<file path="src/rtl/uart_reg_bridge_if.sv">
// Byte-FIFO side of the uart block plus the single-beat register bus, as seen by the bridge.
// The bridge uses the master view; the uart/register environment uses the slave view.
interface uart_reg_bridge_if;
  logic [7:0] uart_r_data;
  logic       uart_rx_empty;
  logic       uart_rd;
  logic [7:0] uart_w_data;
  logic       uart_wr;
  logic       uart_tx_full;
  logic [7:0] reg_addr;
  logic [7:0] reg_wdata;
  logic       reg_we;
  logic       reg_re;
  logic [7:0] reg_rdata;

  modport master (
    input  uart_r_data, uart_rx_empty, uart_tx_full, reg_rdata,
    output uart_rd, uart_w_data, uart_wr, reg_addr, reg_wdata, reg_we, reg_re
  );

  modport slave (
    output uart_r_data, uart_rx_empty, uart_tx_full, reg_rdata,
    input  uart_rd, uart_w_data, uart_wr, reg_addr, reg_wdata, reg_we, reg_re
  );
endinterface

</file>
<file path="src/rtl/uart_reg_bridge.sv">
// Parses 'R addr' / 'W addr data' frames from the uart rx FIFO, runs one register bus access
// per frame and pushes a single response byte (data, ACK or NAK) into the tx FIFO.
module uart_reg_bridge #(
  parameter int unsigned TIMEOUT_CYCLES = 1_000_000,
  parameter logic [7:0]  CMD_RD         = 8'h52,
  parameter logic [7:0]  CMD_WR         = 8'h57,
  parameter logic [7:0]  ACK            = 8'h06,
  parameter logic [7:0]  NAK            = 8'h15
) (
  input  logic                  clk,
  input  logic                  reset,
  uart_reg_bridge_if.master     bus,
  output logic                  busy,
  output logic [7:0]            nak_count
);

  localparam int unsigned CntW = (TIMEOUT_CYCLES > 1) ? $clog2(TIMEOUT_CYCLES) : 1;
  localparam logic [CntW-1:0] CntLast = CntW'(TIMEOUT_CYCLES - 1);

  typedef enum logic [2:0] {
    StIdle, StGetAddr, StGetData, StBusWr, StBusRd, StRdCap, StSend
  } state_e;

  state_e          state_q, state_d;
  logic [CntW-1:0] cnt_q, cnt_d;
  logic            is_wr_q, is_wr_d;
  logic [7:0]      addr_q, addr_d;
  logic [7:0]      wdata_q, wdata_d;
  logic [7:0]      resp_q, resp_d;
  logic            nak_q, nak_d;
  logic            wr_q, wr_d;
  logic            we_q, we_d;
  logic            re_q, re_d;
  logic [7:0]      nak_count_q, nak_count_d;
  logic            pop;

  always_comb begin
    state_d = state_q;
    cnt_d   = '0;
    is_wr_d = is_wr_q;
    addr_d  = addr_q;
    wdata_d = wdata_q;
    resp_d  = resp_q;
    nak_d   = nak_q;
    pop     = 1'b0;
    unique case (state_q)
      StIdle: begin
        if (!bus.uart_rx_empty) begin
          pop = 1'b1;
          if (bus.uart_r_data == CMD_RD || bus.uart_r_data == CMD_WR) begin
            is_wr_d = (bus.uart_r_data == CMD_WR);
            state_d = StGetAddr;
          end else begin
            resp_d  = NAK;
            nak_d   = 1'b1;
            state_d = StSend;
          end
        end
      end
      StGetAddr, StGetData: begin
        if (!bus.uart_rx_empty) begin
          pop = 1'b1;
          if (state_q == StGetAddr) begin
            addr_d  = bus.uart_r_data;
            state_d = is_wr_q ? StGetData : StBusRd;
          end else begin
            wdata_d = bus.uart_r_data;
            state_d = StBusWr;
          end
        end else if (cnt_q == CntLast) begin
          // Stalled frame: drop it without touching the register bus.
          resp_d  = NAK;
          nak_d   = 1'b1;
          state_d = StSend;
        end else begin
          cnt_d = cnt_q + 1'b1;
        end
      end
      StBusWr: begin
        resp_d  = ACK;
        nak_d   = 1'b0;
        state_d = StSend;
      end
      StBusRd: state_d = StRdCap;
      StRdCap: begin
        resp_d  = bus.reg_rdata;
        nak_d   = 1'b0;
        state_d = StSend;
      end
      StSend: begin
        if (wr_q) state_d = StIdle;
      end
      default: state_d = StIdle;
    endcase

    wr_d = (state_d == StSend) && !bus.uart_tx_full;
    we_d = (state_d == StBusWr);
    re_d = (state_d == StBusRd);

    nak_count_d = nak_count_q;
    if (wr_q && nak_q && nak_count_q != 8'hFF) nak_count_d = nak_count_q + 8'd1;
  end

  always_ff @(posedge clk) begin
    if (reset) begin
      state_q     <= StIdle;
      cnt_q       <= '0;
      is_wr_q     <= 1'b0;
      addr_q      <= 8'h00;
      wdata_q     <= 8'h00;
      resp_q      <= 8'h00;
      nak_q       <= 1'b0;
      wr_q        <= 1'b0;
      we_q        <= 1'b0;
      re_q        <= 1'b0;
      nak_count_q <= 8'h00;
    end else begin
      state_q     <= state_d;
      cnt_q       <= cnt_d;
      is_wr_q     <= is_wr_d;
      addr_q      <= addr_d;
      wdata_q     <= wdata_d;
      resp_q      <= resp_d;
      nak_q       <= nak_d;
      wr_q        <= wr_d;
      we_q        <= we_d;
      re_q        <= re_d;
      nak_count_q <= nak_count_d;
    end
  end

  // Never pop while reset is held, so queued bytes survive for the next frame.
  assign bus.uart_rd     = pop & ~reset;
  assign bus.uart_w_data = resp_q;
  assign bus.uart_wr     = wr_q;
  assign bus.reg_addr    = addr_q;
  assign bus.reg_wdata   = wdata_q;
  assign bus.reg_we      = we_q;
  assign bus.reg_re      = re_q;
  assign busy            = (state_q != StIdle);
  assign nak_count       = nak_count_q;

endmodule

</file>
<file path="src/flat_wrapper.sv">
// flat-port wrapper written by rule: the top's interface ports become plain ports
module uart_reg_bridge_flat 
#(
  parameter int unsigned TIMEOUT_CYCLES = 1_000_000,
  parameter logic [7:0]  CMD_RD         = 8'h52,
  parameter logic [7:0]  CMD_WR         = 8'h57,
  parameter logic [7:0]  ACK            = 8'h06,
  parameter logic [7:0]  NAK            = 8'h15
)
  (clk, reset, busy, nak_count, bus_uart_r_data, bus_uart_rx_empty, bus_uart_tx_full, bus_reg_rdata, bus_uart_rd, bus_uart_w_data, bus_uart_wr, bus_reg_addr, bus_reg_wdata, bus_reg_we, bus_reg_re);
  uart_reg_bridge_if bus_i ();
  input  logic clk;
  input  logic reset;
  output logic busy;
  output logic [7:0] nak_count;
  input wire logic [$bits(bus_i.uart_r_data)-1:0] bus_uart_r_data;
  input wire logic [$bits(bus_i.uart_rx_empty)-1:0] bus_uart_rx_empty;
  input wire logic [$bits(bus_i.uart_tx_full)-1:0] bus_uart_tx_full;
  input wire logic [$bits(bus_i.reg_rdata)-1:0] bus_reg_rdata;
  output wire logic [$bits(bus_i.uart_rd)-1:0] bus_uart_rd;
  output wire logic [$bits(bus_i.uart_w_data)-1:0] bus_uart_w_data;
  output wire logic [$bits(bus_i.uart_wr)-1:0] bus_uart_wr;
  output wire logic [$bits(bus_i.reg_addr)-1:0] bus_reg_addr;
  output wire logic [$bits(bus_i.reg_wdata)-1:0] bus_reg_wdata;
  output wire logic [$bits(bus_i.reg_we)-1:0] bus_reg_we;
  output wire logic [$bits(bus_i.reg_re)-1:0] bus_reg_re;
  assign bus_i.uart_r_data = bus_uart_r_data;
  assign bus_i.uart_rx_empty = bus_uart_rx_empty;
  assign bus_i.uart_tx_full = bus_uart_tx_full;
  assign bus_i.reg_rdata = bus_reg_rdata;
  assign bus_uart_rd = bus_i.uart_rd;
  assign bus_uart_w_data = bus_i.uart_w_data;
  assign bus_uart_wr = bus_i.uart_wr;
  assign bus_reg_addr = bus_i.reg_addr;
  assign bus_reg_wdata = bus_i.reg_wdata;
  assign bus_reg_we = bus_i.reg_we;
  assign bus_reg_re = bus_i.reg_re;
  uart_reg_bridge #(.TIMEOUT_CYCLES(TIMEOUT_CYCLES), .CMD_RD(CMD_RD), .CMD_WR(CMD_WR), .ACK(ACK), .NAK(NAK)) u_core (.clk(clk), .reset(reset), .bus(bus_i), .busy(busy), .nak_count(nak_count));
endmodule
</file>
<file path="config.mk">
export PLATFORM = sky130hd
export DESIGN_NAME = uart_reg_bridge_flat
export DESIGN_NICKNAME = d
export VERILOG_FILES = /design/src/rtl/uart_reg_bridge_if.sv /design/src/rtl/uart_reg_bridge.sv /design/src/flat_wrapper.sv
export SDC_FILE = /design/constraint.sdc
export NUM_CORES = 1
export LEC_CHECK = 0
export ABC_AREA = 1
export CAP_MARGIN = 30
export CORE_UTILIZATION = 46
export CTS_CLUSTER_SIZE = 8
export DETAILED_ROUTE_END_ITERATION = 8
export PLACE_DENSITY = 0.76
export SKIP_CTS_REPAIR_TIMING = 1
export SYNTH_ARGS = -nofsm -noshare
export SYNTH_HDL_FRONTEND = slang
export SYNTH_SLANG_ARGS = --single-unit
export TNS_END_PERCENT = 10
</file>
<file path="constraint.sdc">
create_clock -name clk -period 1.35 [get_ports clk]
set_input_delay 0.27 -clock clk [delete_from_list [all_inputs] [get_ports clk]]
set_output_delay 0.27 -clock clk [all_outputs]
set_load 0.01 [all_outputs]
</file>
# Word-level counts from Yosys, hierarchy flattened
# Cells that the tools add are included.
# W data, S select, Z words.
# op_classes
n_addsub,2
n_eq_ne,17
bitwise_logic,5
muxes,20
reduce_logical,18
# ops
operator,count
$mux W8,4
$pmux W8 S4,1
$mux W3,7
$add A20 B1 Y20 const B,1
$eq A20 B20 Y1 const B,1
$eq A8 B7 Y1 const B,2
$eq A3 B3 Y1 const B,5
$pmux W3 S5,1
$reduce_and A5 Y1,2
$eq A3 B2 Y1 const B,3
$reduce_and A3 Y1,3
$add A8 B1 Y8 const B,1
$ne A8 B8 Y1 const B,1
$mux W1,6
$ne A2 B2 Y1 const B,3
$reduce_bool A3 Y1,2
$not A1 Y1,4
$reduce_bool A4 Y1,1
$reduce_or A2 Y1,2
$reduce_or A4 Y1,1
$eq A3 B1 Y1 const B,1
$logic_and A1 B1 Y1,3
$logic_not A3 Y1,1
$pmux W1 S3,1
other kinds (5),5
# word_totals
wordCells,73
inputBits,20
out_inout_bits,37
regBits,60

# Logic depth before layout (Yosys ltp)
# depth
ltp_word,7
depth_mapped,10

# Worst setup path before layout
# No wires, ideal clock.
# synth_timing
path_kind,reg2reg
from,register u_core.cnt_q[0]
to,register u_core.resp_q[0] (netlist: u_core.bus.uart_w_data[0])
setup_time_ns,0.132
slack_ns,-0.145
n_path_buf,0
t_arrival_ns,1.363
path_stages_with_launch,9
synth_period_minus_slack_ns,1.495
t_required_ns,1.218
cell_sequence,dfxtp_1 ha_1 nand3_2 nor2_1 nand3_1 o21ai_2 nand2_2 nand2_1 a21oi_1
# synth_via
elab_chain_cells,3
# synth_lines
item,line,rtl
start: declaration,uart_reg_bridge.sv:25,"logic [CntW-1:0] cnt_q, cnt_d;"
start signal: assignment,uart_reg_bridge.sv:119,cnt_q <= cnt_d;
$eq A20 B20 Y1,uart_reg_bridge.sv:70,end else if (cnt_q == CntLast) begin
$ne A2 B1 Y1 (no line),-,
$reduce_and A5 Y1 (no line),-,
end signal: assignment,uart_reg_bridge.sv:123,resp_q <= resp_d;
end: declaration,uart_reg_bridge.sv:29,"logic [7:0] resp_q, resp_d;"
# No other way between the ends.
# A chain may end at the register's enable or synchronous reset.

# Final worst setup path
# layout_timing
from,register u_core.cnt_q[0]
to,register u_core.resp_q[4] (netlist: u_core.bus.uart_w_data[4])
# The elaborated chain is that of the path after synthesis.

==> key figures <==
Critical path
  • Critical path type: reg2reg
  • CP arrival: 1.86 ns
  • Crit. End Element: register
  • Worst Path Max Fanout: 3
  • Startpoint types: register
  • Worst EP required: 1.61 ns

Timing
  • Slew Limit Headroom: 0.737
  • Slew Viols, Final: 0
  • Final setup vio count: 45
  • Final period utilization: 1.19
  • RSZ-0062 raised after global routing: yes
  • Final Hold Vio Count: 0
  • Final worst path period need: around 1.6 ns
  • Setup TNS: -4.96 ns
  • FMAX: 625 MHz
  • Worst-Margin Slew: 0.391 ns
  • Clock Skew: 0.0157 ns
  • Final Worst Setup Slack: -0.250 ns

Synthesis
  • Mux contribution to synthesized area: 0
  • Post-Syn Nets: 403
  • Register area share after synthesis: 0.444
  • Largest family of logic cells by synthesized area: simple AND/OR/NAND/NOR gates
  • Syn_area_per_cell: 7.10 sq um
  • Post-Synth Adder-Cell Area: 0.00925
  • Prevailing post-synth register cell: dfxtp_1
  • Complex-gate fraction of the synthesized area: 0.135
  • Synth cell types: 34
  • Ys async rst share: 0
  • Synth Area in Simple Gates: 0.308
  • Post-synth EDFFs: 0
  • Cells after synthesis: 381
  • Post-Synth XOR/XNOR Area: 0.0259
  • Register bit total from synthesis: 60
  • Ys Warns: 0
  • Post-Syn Area: 0.00271 sq mm

Min path
  • Worst min path class: in2reg

Global route
  • Initial antenna violation count: 0
  • Largest net degree at the start of global routing: 21
  • Vias in the first global route: 2729
  • First-pass GRT wire length: 11.4 mm
  • Tot GR Track Use: 0.237
  • Grt ovf: 0

Floorplanning
  • Die height: 78.7 um
  • Row count: 27
  • Number of I/O pins: 57
  • Die Area: 0.00619 sq mm
  • Initial Utilization: 0.485
  • Core area: 0.00557 sq mm
  • Die X: 78.7 um

Detailed routing
  • Via-to-Cell Ratio: 5.07
  • Final wirelength: 8.07 mm
  • Drt drc: 0
  • Wire per inst: approximately 14 um
  • Antenna viol nets, final: 0
  • Vias: 2979
  • DRT Pass-1 Iters: 4
  • DRT iter0 DRCs: 142

Finish
  • Final instance area: 0.00440 sq mm
  • Most frequent cells in the layout: nand2_1 (75), buf_4 (67), nor2_1 (50), dfxtp_1 (50), inv_1 (39)
  • Diode count: 0
  • Fin cells: 588
  • Most common cell after layout, fill and taps aside: nand2_1
  • Final #Nets: 534
  • P&R area growth vs syn: 62.8%
  • Share of cells above drive strength 1: 0.295

CTS
  • Num Clock Sinks: 60
  • Max clock buf depth: 2
  • CTS tree: done
  • CTS Buf Count: 9
  • Root buf cell: clkbuf_8
  • Worst-skew pair later-pin latency: between 0.3 and 0.4 ns
  • # H-tree levels: 3
  • Clock slew seen by the registers of the worst setup and hold paths: around 0.070 ns

Placed design
  • Final GP Congestion: 0.848
  • Cell Area, Placed: 0.00387 sq mm
  • PortBufs: 56
  • Post-Place Cells: 566
  • Detailed Place HPWL: between 5 and 6 mm

Power
  • Total Power: between 0.006 and 0.007 W
  • Logic pwr share: 0.410
  • P_int: 0.00411 W
  • Max VDD drop: 1.04 mV
  • Static Leakage: 2.38 nW
  • P per Cell Area: 1450 mW/mm^2
  • Sw Ratio: 0.355
  • NetSw: 0.00226 W
  • Reg power frac: 0.343
  • Clock share of power: 0.247

Status
  • Status: complete, but fails checks
  • Failing checks: negative setup slack

Flow run
  • Max Cap Viol: 0
state kept, by name, summed over array words and instances (netlist names):
name                    count
u_core.state_q              3
u_core.is_wr_q              1
u_core.bus.uart_w_data      8
u_core.nak_count            8
u_core.bus.reg_addr         8
u_core.bus.reg_wdata        8
u_core.nak_q                1
u_core.bus.uart_wr          1
u_core.bus.reg_we           1
u_core.bus.reg_re           1
u_core.cnt_q               20
synth_stat cells, types with 4 or more instances:
cell      number  area share
a21oi_1       43       0.080
nand2_1       81        0.11
clkbuf_1       4      0.0055
nand4_1       10       0.023
nor2_1        58       0.080
buf_2          4      0.0074
xnor2_1        5       0.016
inv_1         41       0.057
nand3_1       13       0.024
dfxtp_1       60        0.44
o21ai_0       21       0.039
kinds of logic (layout without fill, tap and decap cells):
logic type	after synthesis	in the layout
adder cells (fa/ha/maj)	2	2
buffers and inverters	54	188
flip-flops	60	60
AND/OR/NAND/NOR	187	188
AO/OA/AOI/OAI	70	70
XOR/XNOR	8	8
power groups by stage:
stage	combinational, W	clock (W)	sequential [W]
after floorplan	0.000984	0	0.00226
after global placement	0.00214	0	0.00219
after detailed placement	0.00218	0	0.00219
after CTS	0.00220	0.00161	0.00216
after global routing	0.00283	0.00168	0.00221
final	0.00261	0.00158	0.00219
stage by stage:
step / setup slack [ns] / utilization / hold slack, ns
floorplan: -0.0209 / - / 0.417
global placement: -0.456 / 0.695 / 0.434
detailed placement: -0.460 / 0.695 / 0.440
CTS: -0.466 / 0.729 / 0.451
global route: -0.324 / 0.790 / 0.379
finish: -0.250 / 0.790 / 0.386
area by class of cell:
type / count / area, sq um
fill: 369 / 1170
clock inverter: 4 / 50.0
inverter: 45 / 169
timing repair buffer: 128 / 1230
sequential: 60 / 1220
clock buffer: 11 / 141
tap: 72 / 90.1
multi-input combinational: 268 / 1510
critical path: stages, from the launching register on:
cell	delay (ns)
dfxtp_2	0.37
ha_4	0.16
nand3_4	0.12
nor2_4	0.18
nand3_4	0.11
o21ai_4	0.22
buf_6	0.14
nand3_2	0.08
a21oi_2	0.15
per-layer routing:
metal,routed length [um],part of all wire,global-route usage
met5,0,0,0
met2,4240,0.52,0.414
met1,3290,0.41,0.272
met4,169,0.021,0.113
met3,368,0.046,0.0512
path summary, 6_finish.rpt:
kind | to | from | cells past startpoint | slack (ns)
worst max-delay path | u_core.bus.uart_w_data[4]$_SDFFE_PP0P_ | u_core.cnt_q[0]$_SDFF_PP0_ | 8 | -0.25
worst max register to register | u_core.bus.uart_w_data[4]$_SDFFE_PP0P_ | u_core.cnt_q[0]$_SDFF_PP0_ | 8 | -0.25
worst min register to register | u_core.bus.reg_wdata[3]$_SDFFE_PP0P_ | u_core.bus.reg_wdata[3]$_SDFFE_PP0P_ | 2 | 0.45
worst min-delay path | u_core.bus.reg_re$_SDFF_PP0_ | bus_uart_rx_empty | 3 | 0.39
(Power assumes the default switching activity.)
==> variant (same settings) <==
Re-encode `state_e` (7 states) as one-hot, 7 bits wide.
--- a/src/rtl/uart_reg_bridge.sv
+++ b/src/rtl/uart_reg_bridge.sv
@@ -18,6 +18,6 @@
   localparam logic [CntW-1:0] CntLast = CntW'(TIMEOUT_CYCLES - 1);
 
-  typedef enum logic [2:0] {
-    StIdle, StGetAddr, StGetData, StBusWr, StBusRd, StRdCap, StSend
+  typedef enum logic [6:0] {
+    StIdle = 7'b0000001, StGetAddr = 7'b0000010, StGetData = 7'b0000100, StBusWr = 7'b0001000, StBusRd = 7'b0010000, StRdCap = 7'b0100000, StSend = 7'b1000000
   } state_e;
 
Function: no difference found for any inputs over 4 cycles, from zero or initial values and one cycle with reset high; so few cycles prove little.
==> variant against the original RTL <==
Global-route usage up 0.16 points; design area up 10%; sequential cell count up 4; worst setup slack worse by 0.14 ns; area after synthesis up 12%; largest cell class unchanged; the flow still finishes with violations (setup timing); routed wire length up 15%.
Power is not compared: it rests on default switching activity, and its combinational part moved more than twofold at a synthesized area within 25%.
==> variant: results (changes against the original RTL) <==
| Stage | Quantity | This run | vs unedited |
| --- | --- | --- | --- |
| global routing | Met2 routing resource usage after global routing | 43.0% | was 41.4% |
| synthesis | Leading cell types by count after synthesis | sky130_fd_sc_hd__nor2_1, sky130_fd_sc_hd__nand2_1, sky130_fd_sc_hd__dfxtp_1 | was sky130_fd_sc_hd__nand2_1, sky130_fd_sc_hd__dfxtp_1, sky130_fd_sc_hd__nor2_1 |
| final layout | Share of the core filled with cells | 76.3% | was 79.0% |
| min path | Hold Path Cell Cnt | 2 | was 3 |
| placed design | Placed Cells | 615 | was 566 |
| synthesis | Most area-consuming cells after synthesis | sky130_fd_sc_hd__dfxtp_1, sky130_fd_sc_hd__nor2_1, sky130_fd_sc_hd__nand2_1, sky130_fd_sc_hd__inv_1, sky130_fd_sc_hd__a21oi_1 | was sky130_fd_sc_hd__dfxtp_1, sky130_fd_sc_hd__nand2_1, sky130_fd_sc_hd__nor2_1, sky130_fd_sc_hd__a21oi_1, sky130_fd_sc_hd__inv_1 |
| sta | Final WS setup | -0.392 ns | was -0.250 ns |
| placed design | Dpl hpwl | 5900 µm | was 5070 µm |
| route | Met3 WL post-DR | 376 µm | was 368 µm |
| placed design | Placed Area | 4320 µm² | was 3870 µm² |
| sta | Worst slew margin | 78.0% | was 73.7% |
| outcome | Violated checks | setup timing | unchanged |
| final layout | Commonest non-fill, non-tap cell in the layout | sky130_fd_sc_hd__buf_4 | was sky130_fd_sc_hd__nand2_1 |
| critical path | Data arrival time of the critical path | 1.47 ns | was 1.86 ns |
| placed design | Setup slack after placement | -0.503 ns | was -0.460 ns |
| global routing | Global-route track usage on met1 | 26.6% | was 27.2% |
| global routing | Pin count of the biggest net entering global routing | 17 | was 21 |
| route | M1 WL | 3820 µm | was 3290 µm |
| global routing | Total Routing Usage GR | 23.8% | was 23.7% |
| synthesis | Number of standard cells after synthesis | 405 | was 381 |
| route | Met2 routed WL | 4810 µm | was 4240 µm |
| outcome | Run status | finished, violations left | unchanged |
| sta | Post-route setup TNS | -12.22 ns | was -4.96 ns |
| sta | Number of endpoints failing setup at the final stage | 60 | was 45 |
| die | Die boundary width | 83.1 µm | was 78.7 µm |
| global routing | Met3 demand-to-capacity share in global routing | 4.47% | was 5.12% |
variant: path summary, 6_finish.rpt:
kind,endpoint,slack (ns),from
setup / recovery,bus_uart_rd,-0.39,u_core.state_q[0]
hold / removal,u_core.bus.reg_wdata[7],0.44,u_core.bus.reg_wdata[7]
setup reg to reg,u_core.state_q[1],-0.37,u_core.state_q[2]
hold reg to reg,u_core.bus.reg_wdata[7],0.44,u_core.bus.reg_wdata[7]
variant: area by class of cell:
cell class / instances / share of cell area (%)
inverter: 53 / 4.26
multi-input combinational: 283 / 34.7
clock buffer: 13 / 3.28
clock inverter: 3 / 0.826
timing repair buffer: 145 / 28.1
tap: 77 / 1.99
sequential: 64 / 26.9
variant: cells by family (layout without fill, tap and decap cells):
logic type,count (synthesis),count (layout),share of synthesized area (%)
DFF,64,64,42.3
buffers and inverters,59,214,7.98
AOI/OAI and AO/OA,55,55,9.59
xor gates and xnor gates,13,13,3.76
and+or+nand+nor,212,213,35.5
adders and majority gates,2,2,0.827
